`src/rtl/pc_pkg.sv`:
```
// Shared definitions for the fetch-stage program-counter generator:
// branch funct3 encodings, default reset/trap vectors and the branch
// condition decode used by pc_gen.
package pc_pkg;

  localparam logic [2:0] BR_BEQ  = 3'b000;
  localparam logic [2:0] BR_BNE  = 3'b001;
  localparam logic [2:0] BR_BLT  = 3'b100;
  localparam logic [2:0] BR_BGE  = 3'b101;
  localparam logic [2:0] BR_BLTU = 3'b110;
  localparam logic [2:0] BR_BGEU = 3'b111;

  localparam int unsigned DEFAULT_RESET_PC = 0;
  localparam int unsigned DEFAULT_TRAP_PC  = 4;

  // Maps a branch funct3 and the ALU compare flags to "branch condition met".
  // The two reserved encodings (010, 011) never take.
  function automatic logic branch_cond(input logic [2:0] op,
                                       input logic       zero,
                                       input logic       lt,
                                       input logic       ltu);
    logic c;
    c = 1'b0;
    case (op)
      BR_BEQ:  c = zero;
      BR_BNE:  c = !zero;
      BR_BLT:  c = lt;
      BR_BGE:  c = !lt;
      BR_BLTU: c = ltu;
      BR_BGEU: c = !ltu;
      default: c = 1'b0;
    endcase
    return c;
  endfunction

endpackage

```
`src/rtl/pc_rca.sv`:
```
// Ripple-carry adder used for pc+4 and the two redirect targets, built
// as a chain of single-bit full-adder cells. All sums wrap modulo 2^W,
// so the final carry is never formed.

module pc_fa (
  input  logic a,
  input  logic b,
  input  logic cin,
  output logic s,
  output logic cout
);
  assign s    = a ^ b ^ cin;
  assign cout = (a & b) | (cin & (a ^ b));
endmodule

module pc_rca #(
  parameter int W = 8
) (
  input  logic [W-1:0] a,
  input  logic [W-1:0] b,
  output logic [W-1:0] sum
);

  logic [W-1:0] carry;

  assign carry[0] = 1'b0;

  // Full-adder cells for every bit that feeds a carry into the next one.
  for (genvar i = 0; i < W - 1; i++) begin : g_bit
    pc_fa u_fa (
      .a    (a[i]),
      .b    (b[i]),
      .cin  (carry[i]),
      .s    (sum[i]),
      .cout (carry[i+1])
    );
  end

  // The top bit only needs its sum; the carry out of it is discarded
  // because addresses wrap silently.
  assign sum[W-1] = a[W-1] ^ b[W-1] ^ carry[W-1];

endmodule

```
`src/rtl/pc_gen.sv`:
```
// Fetch-stage program-counter generator. Holds the fetch PC, steps it by 4,
// resolves branch / JAL / JALR redirects from EX and buffers a redirect
// that arrives while fetch cannot advance, so it is applied later.
module pc_gen
  import pc_pkg::*;
#(
  parameter int                ADDR_W   = 8,
  parameter int                IMM_W    = 64,
  parameter logic [ADDR_W-1:0] RESET_PC = ADDR_W'(DEFAULT_RESET_PC),
  parameter logic [ADDR_W-1:0] TRAP_PC  = ADDR_W'(DEFAULT_TRAP_PC)
) (
  input  logic              clk,
  input  logic              rst_n,
  input  logic              if_ready,
  input  logic              stall,
  input  logic              ex_valid,
  input  logic [2:0]        ex_op,
  input  logic              ex_branch,
  input  logic              ex_jal,
  input  logic              ex_jalr,
  input  logic [ADDR_W-1:0] ex_pc,
  input  logic [ADDR_W-1:0] ex_rs1,
  input  logic [IMM_W-1:0]  ex_imm,
  input  logic              flag_zero,
  input  logic              flag_lt,
  input  logic              flag_ltu,
  output logic [ADDR_W-1:0] pc,
  output logic              pc_valid,
  output logic [ADDR_W-1:0] pc_plus4,
  output logic              flush,
  output logic              misalign_err
);

  logic [ADDR_W-1:0] br_offset;
  logic [ADDR_W-1:0] br_sum;
  logic [ADDR_W-1:0] jalr_sum;
  logic [ADDR_W-1:0] target;
  logic [ADDR_W-1:0] redirect;
  logic              take;
  logic              advance;
  logic              misaligned;
  logic              pend_v;
  logic [ADDR_W-1:0] pend_addr;
  logic              unused_bits;

  // Branch/JAL offsets are halfword-scaled; the immediate's upper bits and
  // the JALR sum's LSB (always forced to zero) carry no information here.
  assign br_offset   = {ex_imm[ADDR_W-2:0], 1'b0};
  assign unused_bits = ^{ex_imm[IMM_W-1:ADDR_W], jalr_sum[0]};

  pc_rca #(.W(ADDR_W)) u_add_seq (
    .a   (pc),
    .b   (ADDR_W'(4)),
    .sum (pc_plus4)
  );

  pc_rca #(.W(ADDR_W)) u_add_br (
    .a   (ex_pc),
    .b   (br_offset),
    .sum (br_sum)
  );

  pc_rca #(.W(ADDR_W)) u_add_jalr (
    .a   (ex_rs1),
    .b   (ex_imm[ADDR_W-1:0]),
    .sum (jalr_sum)
  );

  // Decide whether EX redirects fetch and where to; a misaligned target is
  // replaced by the trap vector so fetch never issues an illegal address.
  always_comb begin
    take = ex_valid & (ex_jal | ex_jalr |
                       (ex_branch & branch_cond(ex_op, flag_zero, flag_lt, flag_ltu)));
    target     = ex_jalr ? {jalr_sum[ADDR_W-1:1], 1'b0} : br_sum;
    misaligned = target[1:0] != 2'b00;
    redirect   = misaligned ? TRAP_PC : target;
    advance    = if_ready & !stall;
  end

  assign flush = take;

  // PC register, pending-redirect buffer and status flags. A redirect taken
  // while fetch is blocked is parked in the buffer; a younger one replaces it,
  // and a redirect that is applied directly makes any parked one stale.
  always_ff @(posedge clk) begin
    if (!rst_n) begin
      pc           <= RESET_PC;
      pc_valid     <= 1'b0;
      misalign_err <= 1'b0;
      pend_v       <= 1'b0;
      pend_addr    <= RESET_PC;
    end else begin
      pc_valid     <= 1'b1;
      misalign_err <= take & misaligned;
      if (advance && take) begin
        pc     <= redirect;
        pend_v <= 1'b0;
      end else if (advance && pend_v) begin
        pc     <= pend_addr;
        pend_v <= 1'b0;
      end else if (advance) begin
        pc <= pc_plus4;
      end
      if (take && !advance) begin
        pend_addr <= redirect;
        pend_v    <= 1'b1;
      end
    end
  end

endmodule

```
`config.mk`:
```
export PLATFORM = sky130hd
export DESIGN_NAME = pc_gen
export DESIGN_NICKNAME = d
export VERILOG_FILES = /design/src/rtl/pc_pkg.sv /design/src/rtl/pc_rca.sv /design/src/rtl/pc_gen.sv
export SDC_FILE = /design/constraint.sdc
export NUM_CORES = 1
export LEC_CHECK = 0
export ABC_AREA = 1
export CAP_MARGIN = 20
export CORE_UTILIZATION = 37
export CTS_CLUSTER_DIAMETER = 120
export DETAILED_ROUTE_END_ITERATION = 7
export PLACE_DENSITY_LB_ADDON = 0.25
export REMOVE_ABC_BUFFERS = 1
export SYNTH_ARGS = -nofsm -noshare
export SYNTH_HDL_FRONTEND = slang
export SYNTH_HIERARCHICAL = 1
export SYNTH_SLANG_ARGS = --single-unit
```
`constraint.sdc`:
```
create_clock -name clk -period 4.7 [get_ports clk]
set_input_delay 0.94 -clock clk [delete_from_list [all_inputs] [get_ports clk]]
set_output_delay 0.94 -clock clk [all_outputs]
set_load 0.03 [all_outputs]
```
==> results.sh <==
export IMPL_die_area_um2=5060
export IMPL_synth_mux_area_share_pct=5.09
export IMPL_reg2reg_slack_ns=1.58
export IMPL_drc=0
export IMPL_vias=1531
export IMPL_die_y_um=71.2
export IMPL_synth_xor_area_share_pct=0
export IMPL_grt_pass1_wl_mm=6.59
export IMPL_fin_util_pct=55.3
export IMPL_power_internal_mw=0.357
export IMPL_finish_instance_area_um2=2470
export IMPL_ioPinCount=113
export IMPL_max_freq_mhz=223
export IMPL_antenna_left=0
export IMPL_min_period_ns=4.48
export IMPL_tightest_slew_ns=0.737
export IMPL_synth_compound_area_share_pct=6.08
export IMPL_status="complete, no violations"
export IMPL_yosys_area_share_simple_pct=34.4
export IMPL_clk_path_buf_depth=2
export IMPL_drt_total_wl_mm=3.59
export IMPL_hold_path_class="reg2reg"
export IMPL_irDropWorstVdd_v=0.000144
export IMPL_hold_end="pend_addr[0]$_SDFFE_PN0P_"
export IMPL_pre_cts_ws_ns=-0.324
export IMPL_antenna_cells=0
export IMPL_drtPass1Iterations=6
export IMPL_start_util_pct=39.5
export IMPL_multi_input_area_um2=1300
export IMPL_clk_root_buffer_cell="clkbuf_8"
export IMPL_hold_depth=2
export IMPL_worstSetupPathType="in2reg"
export IMPL_viasPerCell=4.71
export IMPL_nFillCells=437
export IMPL_sw_frac_of_total_pct=36.1
export IMPL_reg2regPathDepth=12
export IMPL_synth_area_um2=1770
export IMPL_maxSlewViolCount=0
export IMPL_ys_ff_latch=19
export IMPL_cp_arrival_ns=4.69
export IMPL_grt_antenna_before_repair=0
export IMPL_tritoncts="built"
export IMPL_synth_edf_count=0
export IMPL_grt_use_total_pct=16.3
export IMPL_setup_violations=0
export IMPL_post_place_cells=321
export IMPL_setup_worst_path_start_class="input pin"
export IMPL_synth_adder_area_share_pct=23.8
export IMPL_post_cts_buffers=0
export IMPL_syn_inst=208
export IMPL_routedWlPerCell_um=11.0
export IMPL_rows=24
export IMPL_drv_cap=0
export IMPL_hpwlAfterDp_mm=2.89
export IMPL_synth_top_family_by_area="simple AND/OR/NAND/NOR gates"
export IMPL_fin_crit_sh_pct=95.4
export IMPL_fp_dieW_um=71.2
export IMPL_io_buffers=56
export IMPL_cellLeakagePower_nw=1.18
export IMPL_critPathMaxFanout=2
export IMPL_worst_slack_ns=0.216
export IMPL_syn_area_per_cell_um2=8.51
export IMPL_placed_area_um2=2400
export IMPL_ys_types=27
export IMPL_required_ns=4.91
export IMPL_overflow=0
export IMPL_synth_most_common_cell="nand2_1"
export IMPL_first_iter_violations=52
export IMPL_ys_warn_count=6
export IMPL_gp_congestion=0.780
export IMPL_end_kind="flop"
export IMPL_synth_top_area_share_pct=23.8
export IMPL_first_global_vias=1601
export IMPL_clk_pin_slew_ns=0.07
export IMPL_drive_above_1_share_pct=16.8
export IMPL_clock_skew_ns=0.00150
export IMPL_numCtsBuffers=3
export IMPL_synth_area_top_cells="fa_1 24%, dfxtp_1 21%, nand2_1 11%"
export IMPL_rsz0062_at_grt="no"
export IMPL_seq_area_um2=380
export IMPL_p_per_area_nw_per_um2=226
export IMPL_clock_latency_ns=0.26
export IMPL_rr_endpoint="pc[7]$_SDFFE_PN0P_"
export IMPL_fin_cells=325
export IMPL_power_frac_comb_pct=47.2
export IMPL_rr_startpoint="pc[2]$_SDFFE_PN0P_"
export IMPL_seqPwrFrac_pct=32.2
export IMPL_syn_to_final_growth_pct=39.7
export IMPL_core_area_um2=4470
export IMPL_yosysTopAreaCell="fa_1"
export IMPL_clock_sinks=19
export IMPL_synthArstFlopShare_pct=0
export IMPL_switchingPower_mw=0.202
export IMPL_pwr_share_clk_pct=20.6
export IMPL_nets=389
export IMPL_hold_viol_final=0
export IMPL_grt_max_degree=22
export IMPL_min_delay_start="pend_addr[0]$_SDFFE_PN0P_"
export IMPL_relSlewSlack_pct=50.7
export IMPL_synth_ff_type="dfxtp_1"
export IMPL_yosysSeqAreaShare_pct=21.5
export IMPL_h_tree_depth=1
export IMPL_synth_common_cells="50 x nand2_1, 25 x inv_1, 21 x fa_1"
## critical path, cell delays in order
cell and delay (ns):
clkdlybuf4s50_1 0.44, fa_2 0.40, fa_1 0.38, fa_2 0.35, fa_2 0.34, fa_1 0.38
fa_2 0.36, fa_2 0.53, nand2_1 0.06, a21oi_2 0.17, nand4_1 0.12, nand3_2 0.09
nand2_1 0.05, inv_1 0.07
## cell type report
type	instances	area share (%)
Sequential cell	19	15.4
Timing Repair Buffer	58	23.4
Multi-Input combinational cell	164	52.4
Inverter	28	4.35
Tap cell	52	2.63
Clock buffer	4	1.82
## power groups by stage
stage / Combinational, mW / Sequential (mW) / Clock, mW
final: 0.263 / 0.180 / 0.115
after global routing: 0.292 / 0.182 / 0.126
after CTS: 0.265 / 0.180 / 0.120
after detailed placement: 0.262 / 0.184 / 0
after global placement: 0.258 / 0.184 / 0
after floorplan: 0.154 / 0.193 / 0
## cell usage in the layout, fill, tap and decap left out
| cell type | Yosys | layout |
|---|---|---|
| nand2_4 | 2 | 2 |
| a21boi_4 | 1 | 1 |
| or2_1 | 1 | 1 |
| mux2_4 | 6 | 6 |
| clkbuf_8 | 0 | 3 |
| dlymetal6s2s_1 | 0 | 1 |
| inv_4 | 1 | 1 |
| a21oi_2 | 0 | 2 |
| o21ai_0 | 2 | 2 |
| nand2_2 | 2 | 2 |
| nand2_8 | 2 | 2 |
| o21ai_2 | 1 | 1 |
| fa_2 | 0 | 5 |
| nor2_8 | 2 | 2 |
| a21oi_1 | 7 | 5 |
| clkbuf_1 | 0 | 1 |
| dfxtp_1 | 19 | 19 |
| nand3_1 | 9 | 9 |
| nor2_4 | 1 | 1 |
| inv_2 | 2 | 2 |
| buf_4 | 2 | 2 |
| clkdlybuf4s50_1 | 0 | 55 |
| nand4_1 | 7 | 7 |
| nand3_2 | 14 | 14 |
| nand2_1 | 50 | 50 |
| inv_1 | 25 | 25 |
| conb_1 | 5 | 13 |
| fa_1 | 21 | 16 |
| nor2_1 | 16 | 16 |
| o21ai_1 | 7 | 7 |
## per-stage QoR
step                      setup TNS (ns)  hold slack, ns  power [mW]
final                                  0           0.455       0.558
after global routing                   0           0.483       0.599
after CTS                              0           0.460       0.566
after detailed placement          -0.936           0.448       0.446
after global placement            -0.585           0.444       0.442
after floorplan                        0           0.434       0.347
## registers in the layout, indices dropped and copies added (netlist names)
| name | count |
|---|---|
| misalign_err | 1 |
| pc_valid | 1 |
| pc | 8 |
| pend_v | 1 |
| pend_addr | 8 |
## layer usage
metal  vias to the layer above  global-route usage [%]  wire length (um)
li1                        771                       -                 -
met5                         -                       0                 0
met1                       720                    18.0              1540
met2                        36                    31.0              1850
met4                         0                    4.67                40
met3                         4                    3.56               155
## worst max path at each step
stage | slack (ns) | endpoint | start | cells after the start
floorplan | 0.38 | pc[7]$_SDFFE_PN0P_ | ex_rs1[0] | 16
global placement | -0.23 | pc[7]$_SDFFE_PN0P_ | ex_rs1[0] | 17
detailed placement | -0.32 | pc[7]$_SDFFE_PN0P_ | ex_imm[0] | 17
CTS | 0.02 | pc[7]$_SDFFE_PN0P_ | ex_imm[0] | 17
global route | 0.04 | pc[6]$_SDFFE_PN0P_ | ex_rs1[0] | 14
finish | 0.22 | pc[6]$_SDFFE_PN0P_ | ex_rs1[0] | 14
## logic make-up after synthesis
| logic type | after synthesis |
|---|---|
| compound gates | 18 |
| fa+ha+maj | 21 |
| buf+inv | 33 |
| flops | 19 |
| mux | 6 |
| other cells | 5 |
| simple gates | 106 |
## timing repair
item,4_1_cts,5_1_grt
hold buffers,0,0
cloned,0,0
pin swaps,0,1
resized for setup,3,5
setup endpoints to repair,2,2
Power figures use the tool's default switching activity.
